**src/rtl/uart_pkg.sv**
```systemverilog
// rtl/uart_pkg.sv - shared types and constants for the UART transmit arbiter
package uart_pkg;

    localparam int UART_DATA_W       = 8;
    localparam int UART_CLKS_PER_BIT = 16;

    typedef enum logic [1:0] {
        IDLE      = 2'd0,
        ISSUE     = 2'd1,
        WAIT_BUSY = 2'd2,
        WAIT_DONE = 2'd3
    } uart_arb_state_t;

endpackage

```
**src/rtl/uart_baud_gen.sv**
```systemverilog
// rtl/uart_baud_gen.sv - free-running baud counter producing a one-cycle txclken pulse
module uart_baud_gen
    import uart_pkg::*;
#(
    parameter int CLKS_PER_BIT = UART_CLKS_PER_BIT
) (
    input  logic txclk,
    input  logic rst_n,
    output logic txclken
);

    localparam int CW = $clog2(CLKS_PER_BIT);

    logic [CW-1:0] cnt_q, cnt_d;
    logic          txclken_q, txclken_d;

    // Pulse is registered off the terminal count, so the first one lands CLKS_PER_BIT edges after reset.
    always_comb begin
        txclken_d = (cnt_q == CW'(CLKS_PER_BIT - 1));
        cnt_d     = txclken_d ? '0 : cnt_q + CW'(1);
    end

    always_ff @(posedge txclk) begin
        if (!rst_n) begin
            cnt_q     <= '0;
            txclken_q <= 1'b0;
        end else begin
            cnt_q     <= cnt_d;
            txclken_q <= txclken_d;
        end
    end

    assign txclken = txclken_q;

endmodule

```
**src/rtl/uart_tx_arb.sv**
```systemverilog
// rtl/uart_tx_arb.sv - round-robin arbiter sharing one UART transmitter; UART_ARB_BURST_EN enables multi-byte grants
module uart_tx_arb
    import uart_pkg::*;
#(
    parameter int NREQ         = 4,
    parameter int CLKS_PER_BIT = UART_CLKS_PER_BIT,
    parameter int BUSY_TMO     = 8,
    parameter int BURST_LEN    = 4
) (
    input  logic                          txclk,
    input  logic                          rst_n,
    input  logic [NREQ-1:0]               req_valid,
    input  logic [UART_DATA_W*NREQ-1:0]   req_data,
    output logic [NREQ-1:0]               req_ready,
    output logic [UART_DATA_W-1:0]        tx_din,
    output logic                          tx_wr_en,
    input  logic                          tx_busy,
    output logic                          txclken,
    output logic [$clog2(NREQ)-1:0]       grant_id,
    output logic                          tmo_err
);

    localparam int IW = $clog2(NREQ);
    localparam int TW = $clog2(BUSY_TMO + 1);
    localparam int BW = $clog2(BURST_LEN + 1);
`ifdef UART_ARB_BURST_EN
    localparam bit BURST_EN = 1'b1;
`else
    localparam bit BURST_EN = 1'b0;
`endif

    uart_arb_state_t        state_q, state_d;
    logic [IW-1:0]          grant_q, grant_d;
    logic [IW-1:0]          ptr_q, ptr_d;
    logic [UART_DATA_W-1:0] din_q, din_d;
    logic                   wr_en_q, wr_en_d;
    logic [NREQ-1:0]        ready_q, ready_d;
    logic [TW-1:0]          tmo_cnt_q, tmo_cnt_d;
    logic                   tmo_err_q, tmo_err_d;
    logic [BW-1:0]          burst_q, burst_d;
    logic [IW-1:0]          pick;
    logic [IW-1:0]          nxt;

    function automatic logic [IW-1:0] rr_pick(input logic [NREQ-1:0] v, input logic [IW-1:0] p);
        logic [IW-1:0] idx;
        logic          found;
        rr_pick = p;
        found   = 1'b0;
        for (int k = 0; k < NREQ; k++) begin
            idx = IW'((int'(p) + k) % NREQ);
            if (!found && v[idx]) begin
                rr_pick = idx;
                found   = 1'b1;
            end
        end
    endfunction

    always_comb begin
        pick      = rr_pick(req_valid, ptr_q);
        nxt       = (grant_q == IW'(NREQ - 1)) ? '0 : grant_q + IW'(1);
        state_d   = state_q;
        grant_d   = grant_q;
        ptr_d     = ptr_q;
        din_d     = din_q;
        wr_en_d   = 1'b0;
        ready_d   = '0;
        tmo_cnt_d = tmo_cnt_q;
        tmo_err_d = tmo_err_q;
        burst_d   = burst_q;
        case (state_q)
            IDLE: begin
                if (!tx_busy && (|req_valid)) begin
                    grant_d = pick;
                    din_d   = req_data[UART_DATA_W*int'(pick) +: UART_DATA_W];
                    wr_en_d = 1'b1;
                    ready_d = NREQ'(1) << pick;
                    burst_d = BW'(1);
                    state_d = ISSUE;
                end
            end
            ISSUE: begin
                tmo_cnt_d = TW'(BUSY_TMO - 1);
                state_d   = WAIT_BUSY;
            end
            WAIT_BUSY: begin
                if (tx_busy) begin
                    state_d = WAIT_DONE;
                end else if (tmo_cnt_q == '0) begin
                    tmo_err_d = 1'b1;
                    ptr_d     = nxt;
                    state_d   = IDLE;
                end else begin
                    tmo_cnt_d = tmo_cnt_q - TW'(1);
                end
            end
            WAIT_DONE: begin
                if (!tx_busy) begin
                    // A burst keeps the grant and skips re-arbitration entirely.
                    if (BURST_EN && req_valid[grant_q] && (burst_q < BW'(BURST_LEN))) begin
                        din_d   = req_data[UART_DATA_W*int'(grant_q) +: UART_DATA_W];
                        wr_en_d = 1'b1;
                        ready_d = NREQ'(1) << grant_q;
                        burst_d = burst_q + BW'(1);
                        state_d = ISSUE;
                    end else begin
                        ptr_d   = nxt;
                        state_d = IDLE;
                    end
                end
            end
            default: state_d = IDLE;
        endcase
    end

    always_ff @(posedge txclk) begin
        if (!rst_n) begin
            state_q   <= IDLE;
            grant_q   <= '0;
            ptr_q     <= '0;
            din_q     <= '0;
            wr_en_q   <= 1'b0;
            ready_q   <= '0;
            tmo_cnt_q <= '0;
            tmo_err_q <= 1'b0;
            burst_q   <= '0;
        end else begin
            state_q   <= state_d;
            grant_q   <= grant_d;
            ptr_q     <= ptr_d;
            din_q     <= din_d;
            wr_en_q   <= wr_en_d;
            ready_q   <= ready_d;
            tmo_cnt_q <= tmo_cnt_d;
            tmo_err_q <= tmo_err_d;
            burst_q   <= burst_d;
        end
    end

    assign req_ready = ready_q;
    assign tx_din    = din_q;
    assign tx_wr_en  = wr_en_q;
    assign grant_id  = grant_q;
    assign tmo_err   = tmo_err_q;

    uart_baud_gen #(
        .CLKS_PER_BIT(CLKS_PER_BIT)
    ) u_baud (
        .txclk   (txclk),
        .rst_n   (rst_n),
        .txclken (txclken)
    );

endmodule
```
**config.mk**
```make
export PLATFORM = sky130hd
export DESIGN_NAME = uart_tx_arb
export DESIGN_NICKNAME = d
export VERILOG_FILES = /design/src/rtl/uart_pkg.sv /design/src/rtl/uart_baud_gen.sv /design/src/rtl/uart_tx_arb.sv
export SDC_FILE = /design/constraint.sdc
export NUM_CORES = 1
export LEC_CHECK = 0
export BUFFER_PORTS_ARGS = -buffer_cell sky130_fd_sc_hd__buf_2
export CORE_ASPECT_RATIO = 2
export CORE_MARGIN = 2
export CORE_UTILIZATION = 53
export CTS_BUF_LIST = sky130_fd_sc_hd__clkbuf_8
export CTS_CLUSTER_DIAMETER = 150
export DETAILED_ROUTE_END_ITERATION = 7
export HOLD_SLACK_MARGIN = 0.15
export PLACE_DENSITY = 0.83
export REMOVE_ABC_BUFFERS = 1
export SYNTH_ARGS = -nofsm -noshare
export SYNTH_HDL_FRONTEND = slang
export SYNTH_SLANG_ARGS = --single-unit
```
**constraint.sdc**
```tcl
create_clock -name txclk -period 4.8 [get_ports txclk]
set_input_delay 0.72 -clock txclk [delete_from_list [all_inputs] [get_ports txclk]]
set_output_delay 0.72 -clock txclk [all_outputs]
set_load 0.02 [all_outputs]
```
==> impl_metrics.yaml <==
logic_synthesis:
  yosysTopAreaCellShare_pct: 41.3
  synth_edf_count: 0
  synth_seq_area_share_pct: 41.3
  synth_top_area_cell: "dfxtp_1"
  syn_area_um2: 1410
  synth_cells: 148
  synthTopCellsByArea: "dfxtp_1 (41%), mux2i_1 (12%), o221ai_1 (5.0%)"
  ys.flop_type: "dfxtp_1"
  async_flop_share_pct: 0
  ys_seq_elements: 29
  ys_warn_count: 0
  yosysUniqueCellTypes: 35
  avgSynthCellArea_um2: 9.50
timing:
  fin_crit_sh_pct: 50.8
  finClkSkew_ns: 0.00828
  rsz0062_at_grt: "false"
  hold_viol_final: 0
  finalSetupTns_ns: 0
  setup_ws_ns: 2.36
  fmax_mhz: 410
  worst_pin_slew_ns: 1.16
  slew_viol_final: 0
  slew_headroom_pct: 21.5
  finalCriticalPeriod_ns: 2.44
  finalSetupViolCount: 0
worst_setup_path:
  worstReg2RegStart: "ptr_q[1]$_SDFFE_PN0P_"
  r2r_slack_ns: 3.05
  cp.required_ns: 4.94
  cp.arrival_ns: 2.58
  critPathCapture: "tx_din[3]$_SDFFE_PN0P_"
  startpoint: "req_valid[0]"
  worstPathMaxFanout: 12
  worstSetupPathType: "primary input to flop"
  reg2regPathDepth: 5
  critPathLaunchType: "primary input"
  r2r_end: "tx_din[1]$_SDFFE_PN0P_"
  cp-end-kind: "flop"
die:
  fp.dieH_um: 76.9
  floorplan.rows: 26
  coreArea_um2: 2540
  dieWidth_um: 40.4
  start_util_pct: 55.4
  die_area_um2: 3110
  boundaryPins: 56
placed_design:
  io_buffers: 55
  pre_cts_ws_ns: 2.14
  gp_congestion: 0.688
  dp_hpwl_um: 2460
worst_hold_path:
  hold_class: "flop to flop"
clock_tree:
  cts-htree-levels: 2
  clkLatencyLatePin_ns: 0.28
  cts_tree: "done"
  post-cts-setup-buffers: 0
  clock_path_buffers: 2
  clkTransAtPathRegs_ns: 0.06
  cts_resized: 0
  cts_sinks: 29
  cts_made_buffers: 5
  cts_hold_buf: 0
  clockRootBuffer: "clkbuf_8"
outcome:
  outcome: "finished clean"
routing:
  first_pass_iters: 4
  ant_nets: 0
  vias: 1324
  routedWlPerCell_um: 13.7
  wirelength_um: 3170
  drc_errors: 0
  drt_iter0_drc: 13
  drt-vias-per-instance: 5.71
global_routing:
  grt_pass1_vias: 1395
  overflow: 0
  antenna_found_initial: 0
  grt_max_degree: 21
  grt_use_total_pct: 24.5
  grt_pass1_wl_um: 5540
pwr:
  powerDensity_nw_per_um2: 383
  p_leak_nw: 0.828
  irDropWorstVdd_v: 0.000249
final_layout:
  layout_common_cells: "buf_2 (55), dfxtp_1 (29), mux2i_1 (17)"
  diodes: 0
  drive_gt1_share_pct: 34.8
  area_delta_synth_final_pct: 27.0
  final_common_cell: "buf_2"
  nNetsFinal: 245
run:
  max-cap-violations: 0
[cells by family after synthesis]
logic type                 Yosys count  share of synthesized area [%]
and+or+nand+nor                     52                           18.7
AOI/OAI and AO/OA                   30                           16.9
DFF                                 29                           41.3
muxes                               17                           12.1
buffers and inverters               14                           6.49
xor gates and xnor gates             3                           1.87
adders and majority gates            3                           2.67
[worst min-delay path by stage]
stage | slack [ns] | depth (start not counted) | endpoint | start
6_report | 0.48 | 1 | u_baud.cnt_q[0]$_SDFF_PP0_ | u_baud.cnt_q[0]$_SDFF_PP0_
5_1_grt | 0.50 | 1 | u_baud.cnt_q[0]$_SDFF_PP0_ | u_baud.cnt_q[0]$_SDFF_PP0_
4_1_cts | 0.47 | 1 | u_baud.cnt_q[0]$_SDFF_PP0_ | u_baud.cnt_q[0]$_SDFF_PP0_
3_5_place_dp | 0.46 | 1 | u_baud.cnt_q[0]$_SDFF_PP0_ | u_baud.cnt_q[0]$_SDFF_PP0_
3_3_place_gp | 0.44 | 1 | u_baud.cnt_q[0]$_SDFF_PP0_ | u_baud.cnt_q[0]$_SDFF_PP0_
2_1_floorplan | 0.43 | 1 | u_baud.cnt_q[0]$_SDFF_PP0_ | u_baud.cnt_q[0]$_SDFF_PP0_
[critical path: stages]
cell and delay (ns):
buf_2 0.14, o41ai_2 1.05, nor2_2 0.11, nand2b_1 0.37
o221ai_1 0.19
[where the power goes]
group	leakage, nW	internal (mW)	switching, mW
sequential	0.237	0.258	0.0132
clock	0.0681	0.206	0.0943
combinational	0.523	0.0500	0.0627
total	0.828	0.514	0.170
[synthesized netlist by cell type, types with 2 or more instances]
library cell and number:
mux2i_1 17, nand3_1 9, o41ai_2 2, dfxtp_1 29, buf_6 2, nor2_1 14
nor3_1 5, xor2_1 2, nand2_1 10, a211oi_1 2, o221ai_1 8, buf_4 2
inv_1 7, nand2b_1 2, ha_1 3, clkbuf_1 2, o21ai_0 3, a21oi_1 9
nor2b_1 4
[state kept, by name, summed over array words and instances (netlist names), 2 cells and up]
signal / count
tx_din: 8
req_ready: 4
tmo_cnt_q: 4
u_baud.cnt_q: 4
grant_id: 2
ptr_q: 2
state_q: 2
[metal layers]
| layer | wire length (um) | GRT usage, % | up-vias |
|---|---|---|---|
| li1 | - | - | 644 |
| met1 | 1140 | 23.7 | 616 |
| met2 | 1800 | 43.8 | 57 |
| met3 | 179 | 6.07 | 7 |
| met4 | 55 | 10.3 | 0 |
| met5 | 0 | 0 | - |
[area by class of cell]
cell class,instances,area (um^2)
clock buffers,5,68.8
clock inverters,3,65.1
fillers,192,752
inverters,7,26.3
multi-input cells,105,734
flip-flops and latches,29,581
well taps,28,35.0
repair buffers,55,275
[stage by stage]
stage | hold slack [ns] | power [mW] | cell area, um^2 | utilization (%) | std cells
detailed placement | 0.461 | 0.389 | 1650 | 65.1 | 224
global route | 0.503 | 0.709 | 1790 | 70.4 | 232
finish | 0.476 | 0.684 | 1790 | 70.4 | 232
global placement | 0.442 | 0.381 | 1650 | 65.1 | 224
floorplan | 0.430 | 0.345 | 1340 | - | 141
CTS | 0.473 | 0.686 | 1790 | 70.4 | 232
No activity file was read; power rests on OpenSTA's default activity.
